`src/rtl/alu_issue_stage.sv`:
```
// Issue stage in front of the 16-bit combinational ALU: request FIFO, ALU drive, result register.
// Optional accumulator operand path enabled by defining ALU_ISSUE_ACC_EN.
module alu_issue_stage #(
    parameter int WIDTH = 16,
    parameter int DEPTH = 4
) (
    input  logic                     clk,
    input  logic                     rst,
    input  logic                     req_valid,
    output logic                     req_ready,
    input  logic [WIDTH-1:0]         req_a,
    input  logic [WIDTH-1:0]         req_b,
    input  logic [3:0]               req_select,
    input  logic                     req_mode,
    input  logic                     req_cin,
    input  logic                     req_use_cflag,
`ifdef ALU_ISSUE_ACC_EN
    input  logic                     req_use_acc,
`endif
    output logic [WIDTH-1:0]         alu_in_a,
    output logic [WIDTH-1:0]         alu_in_b,
    output logic [3:0]               alu_select,
    output logic                     alu_mode,
    output logic                     alu_carry_in,
    input  logic [WIDTH-1:0]         alu_result,
    input  logic                     alu_carry_out,
    input  logic                     alu_compare,
    output logic                     rsp_valid,
    input  logic                     rsp_ready,
    output logic [WIDTH-1:0]         rsp_data,
    output logic                     rsp_carry,
    output logic                     rsp_compare,
    output logic                     rsp_zero,
    output logic                     flag_carry,
    output logic [$clog2(DEPTH):0]   fifo_count
);

    localparam int AW = $clog2(DEPTH);
    localparam int CW = AW + 1;

    typedef struct packed {
        logic [WIDTH-1:0] a;
        logic [WIDTH-1:0] b;
        logic [3:0]       select;
        logic             mode;
        logic             cin;
        logic             use_cflag;
`ifdef ALU_ISSUE_ACC_EN
        logic             use_acc;
`endif
    } entry_t;

    entry_t          mem [DEPTH];
    entry_t          in_entry;
    entry_t          head;
    logic [AW-1:0]   wr_ptr;
    logic [AW-1:0]   rd_ptr;
    logic            push;
    logic            issue;
    logic            not_empty;

    assign not_empty = (fifo_count != '0);
    assign req_ready = !rst && (fifo_count != CW'(DEPTH));
    assign push      = req_valid && req_ready;
    assign issue     = not_empty && (!rsp_valid || rsp_ready);
    assign head      = mem[rd_ptr];

    always_comb begin
        in_entry           = '0;
        in_entry.a         = req_a;
        in_entry.b         = req_b;
        in_entry.select    = req_select;
        in_entry.mode      = req_mode;
        in_entry.cin       = req_cin;
        in_entry.use_cflag = req_use_cflag;
`ifdef ALU_ISSUE_ACC_EN
        in_entry.use_acc   = req_use_acc;
`endif
    end

    // Storage needs no reset: count and pointers alone define validity.
    always_ff @(posedge clk) begin
        if (push) begin
            mem[wr_ptr] <= in_entry;
        end
    end

    always_ff @(posedge clk) begin
        if (rst) begin
            wr_ptr      <= '0;
            rd_ptr      <= '0;
            fifo_count  <= '0;
            rsp_valid   <= 1'b0;
            rsp_data    <= '0;
            rsp_carry   <= 1'b0;
            rsp_compare <= 1'b0;
            rsp_zero    <= 1'b0;
            flag_carry  <= 1'b0;
        end else begin
            if (push) begin
                wr_ptr <= wr_ptr + AW'(1);
            end
            if (issue) begin
                rd_ptr <= rd_ptr + AW'(1);
            end
            case ({push, issue})
                2'b10:   fifo_count <= fifo_count + CW'(1);
                2'b01:   fifo_count <= fifo_count - CW'(1);
                default: fifo_count <= fifo_count;
            endcase
            if (issue) begin
                rsp_valid   <= 1'b1;
                rsp_data    <= alu_result;
                rsp_carry   <= alu_carry_out;
                rsp_compare <= alu_compare;
                rsp_zero    <= (alu_result == '0);
                flag_carry  <= alu_carry_out;
            end else if (rsp_valid && rsp_ready) begin
                rsp_valid <= 1'b0;
            end
        end
    end

    // Flag captured on the same edge as the result, so a chained op sees it at once.
    always_comb begin
        alu_in_a     = '0;
        alu_in_b     = '0;
        alu_select   = '0;
        alu_mode     = 1'b0;
        alu_carry_in = 1'b0;
        if (not_empty) begin
            alu_in_a     = head.a;
            alu_in_b     = head.b;
            alu_select   = head.select;
            alu_mode     = head.mode;
            alu_carry_in = head.use_cflag ? flag_carry : head.cin;
`ifdef ALU_ISSUE_ACC_EN
            if (head.use_acc) begin
                alu_in_a = rsp_data;
            end
`endif
        end
    end

endmodule

```
`config.mk`:
```
export PLATFORM = sky130hd
export DESIGN_NAME = alu_issue_stage
export DESIGN_NICKNAME = d
export VERILOG_FILES = /design/src/rtl/alu_issue_stage.sv
export SDC_FILE = /design/constraint.sdc
export NUM_CORES = 1
export LEC_CHECK = 0
export CAP_MARGIN = 20
export CORE_MARGIN = 2
export CORE_UTILIZATION = 52
export DETAILED_ROUTE_END_ITERATION = 10
export PLACE_DENSITY = 0.79
export SETUP_SLACK_MARGIN = 0.5
export SYNTH_ARGS = -nofsm -noshare
export SYNTH_HDL_FRONTEND = slang
export SYNTH_SLANG_ARGS = --single-unit
```
`constraint.sdc`:
```
create_clock -name clk -period 2.75 [get_ports clk]
set_clock_uncertainty 0.15 [all_clocks]
set_input_delay 0.4125 -clock clk [delete_from_list [all_inputs] [get_ports clk]]
set_output_delay 0.4125 -clock clk [all_outputs]
set_load 0.005 [all_outputs]
```
==> results of run 1 <==
cell families after synthesis:
logic type | count (synthesis) | share of synthesized area [%]
buf+inv | 28 | 2.08
compound gates | 26 | 2.08
simple gates | 99 | 7.25
fa+ha+maj | 6 | 1.16
xor+xnor | 5 | 0.618
mux | 40 | 12.5
flops | 185 | 74.3
synthesized netlist by cell type, drive strengths merged:
cell      n  area [µm²]
dfxtp    29         581
nor4      4        25.0
fa        1        20.0
inv       8        30.0
o21ai     1        5.00
and2      4        25.0
nor2      9        33.8
xor2      3        26.3
and2b     1        7.51
nand2b    2        12.5
nor2b    36         225
buf      11        83.8
nand3b    1        7.51
or3       1        6.26
edfxtp  156        4680
a211oi    1        20.0
a21oi    23         115
mux2i     1        10.0
nand2    39         146
clkbuf    9        33.8
nor3      1        16.3
o31ai     1        7.51
and4      1        8.76
mux4     39         878
ha        5        62.6
xnor2     2        17.5
layer usage:
metal | share of wire (%) | global-route usage [%]
met4 | 0.62 | 4.07
met2 | 51 | 33.6
met1 | 41 | 25.5
met3 | 7.8 | 7.08
met5 | 0 | 0
worst reg2reg max path: stages, from the launching register on:
cell and delay (ps):
dfxtp_2 410, nor3_4 70, nand2b_1 160, inv_2 70, ha_2 170, inv_1 50, fa_2 330, xor2_1 150
or3_1 320, a21oi_2 140
how the worst max path moves through the flow:
stage | from | to | cells after the start
after global routing | flop | alu_carry_in | 7
after CTS | fifo_count[2]$_SDFFE_PP0P_ | alu_in_a[15] | 4
after global placement | rsp_ready | fifo_count[2]$_SDFFE_PP0P_ | 10
final | flop | alu_in_a[6] | 7
after detailed placement | rsp_ready | fifo_count[2]$_SDFFE_PP0P_ | 10
after floorplan | fifo_count[2]$_SDFFE_PP0P_ | fifo_count[2]$_SDFFE_PP0P_ | 10
flip-flops by register name (all words and copies together), names as in the netlist, named ones only:
name	cells
mem	156
rsp_data	16
fifo_count	3
rd_ptr	2
wr_ptr	2
flag_carry	1
rsp_compare	1
rsp_valid	1
rsp_zero	1
power groups by stage:
stage | Clock, µW | Sequential [µW] | Combinational [µW]
3_3_place_gp | 0 | 3500 | 2810
4_1_cts | 2580 | 3410 | 3150
6_report | 2550 | 3420 | 3450
5_1_grt | 2700 | 3450 | 3740
2_1_floorplan | 0 | 3450 | 1550
3_5_place_dp | 0 | 3520 | 2840
repair_timing:
| item | in CTS | in global routing |
|---|---|---|
| hold buffers | 0 | 0 |
| pin swaps | 1 | 2 |
| endpoints found under the hold margin | 0 | 0 |
| setup buffers | 12 | 5 |
| resized for setup | 188 | 41 |
| setup endpoints to repair | 39 | 39 |
| gates cloned | 2 | 0 |
layout make-up:
class / instances / area [µm²] / share of cell area [%]
sequential: 185 / 5280 / 55.0
tap: 176 / 220 / 2.30
clock inverter: 14 / 195 / 2.04
timing repair buffer: 161 / 1550 / 16.1
multi-input combinational: 176 / 1890 / 19.7
clock buffer: 17 / 425 / 4.44
inverter: 8 / 30.0 / 0.313
stage by stage:
step | util (%) | power (µW) | area (µm²)
after detailed placement | 64.8 | 6370 | 8620
after CTS | 70.6 | 9150 | 9390
after floorplan | - | 5000 | 7100
after global routing | 72.1 | 9880 | 9590
after global placement | 64.8 | 6320 | 8620
final | 72.1 | 9420 | 9590
==> results.md, run 1 <==
- CP Data Arrival Time: 1940 ps
- R2R depth: 9
- Synth-to-layout area growth: 35.3%
- Pre-CTS WS: 125 ps
- Syn_area_per_cell: 18.2 µm²
- Most used cell, CP: buf_6
- DRC Markers: 0
- R2R Path Start: fifo_count[1]$_SDFFE_PP0P_
- Initial core utilization: 53.3%
- WHS: 305 ps
- Clock root buffer master: clkbuf_16
- Ant. Diodes: 0
- Post-Syn Area: 7090 µm²
- Internal: 6750 µW
- Net Count, Synth: 456
- Number of port buffers: 123
- Pin count of the biggest net entering global routing: 40
- Slowest CP cell: mux4_2
- Ports: 124
- GRT Util Overall: 20.0%
- Max transition margin: 76.2%
- Synth Instances: 389
- Hold Path Stages: 2
- Clock-pin slew on the worst setup and hold paths: 60 ps
- Worst slew pin tran: 357 ps
- Setup TNS Final: 0 ps
- Drt pass-1 iters: 6
- Psw: 2670 µW
- First-pass GRT wire length: 21.7 mm
- Final net count: 616
- Routability cong.: 0.759
- Via count: 3952
- Commonest non-fill, non-tap cell in the layout: edfxtp_1
- Delay-heaviest family, CP: buffers and inverters
- YS warnings: 0
- Status: complete, no violations
- Final setup margin: 247 ps
- Crit Reg-Reg Endpoint: fifo_count[2]$_SDFFE_PP0P_
- Die height: 121 µm
- Crit path largest cell delay: 490 ps
- Combinational Power Share: 36.6%
- Critical path class: flop to primary output
- Initial antenna violation count: 0
- Row cnt: 42
- Final Cycle Share: 91.0%
- CTS tree: built
- Core area: 13300 µm²
- Buffers and inverters on the worst path: 5
- Total CTS buffers: 17
- R2R Setup Slk: 650 ps
- Detailed Route Iter0 Violations: 231
- Vias in the first global route: 4114
- Share of cells above drive strength 1: 33.3%
- Worst skew pair latency: 410 ps
- H-tree depth: 4
- Worst EP required: 2190 ps
- Worst hold endpoint: rsp_data[2]$_SDFFE_PP0P_
- # fillers: 839
- Unrepaired setup endpoints after global routing: true
- Full die area: 14600 µm²
- Startpoint Class: flop
- # Max-Cap Violations: 0
- Most frequent cells in the layout: 156 x edfxtp_1, 84 x clkdlybuf4s50_1, 39 x mux4_2, 39 x nand2_1, 33 x buf_2
- Clk buf depth: 2
- Register area share after synthesis: 74.3%
- Hold Crit Start: rsp_data[2]$_SDFFE_PP0P_
- Max FO, Critical Path: 3
- Dpl cells: 687
- Sequential share of power: 36.3%
- Post-DP HPWL: 8.62 mm
- Drt wl/cell: 19.2 µm
- Final Slew Violations: 0
- Avg Vias per Cell: 5.36
- Final hold vios: 0
- Clock power frac: 27.1%
- Netlist cell types: 28
- Power per cell area: 983 nW/µm²
- Flop and latch count out of synthesis: 185
- VDD IR max: 0.000683 V
- Worst Setup End Kind: primary output
- Fin crit period: 2500 ps
- CTS sink count: 185
- Sw Ratio: 28.3%
- LEAKAGE: 0.00336 µW
- Antenna viol nets, final: 0
- Tightest Hold Check Type: flop to flop
- Final Instance Count excl. Fillers: 737
- CP cell instances: buf_6 -> buf_8 -> buf_12 -> buf_6 -> mux4_2 -> nor2b_4 -> buf_2
- Fmax: 400 MHz
- Post-Route WL: 14.1 mm
- GRT Residual Overflow: 0
- Setup violators final: 0
- Die Wd: 121 µm
(Power assumes the default switching activity.)
==> run 2: changes to the inputs <==
--- a/config.mk
+++ b/config.mk
@@ -5,6 +5,7 @@
 export SDC_FILE = /design/constraint.sdc
 export NUM_CORES = 1
 export LEC_CHECK = 0
+export ABC_CLOCK_PERIOD_IN_PS = 2750
 export CAP_MARGIN = 20
 export CORE_MARGIN = 2
 export CORE_UTILIZATION = 52
==> results of run 2 <==
No change in the layout: final DEF, timing and power equal those of run 1.
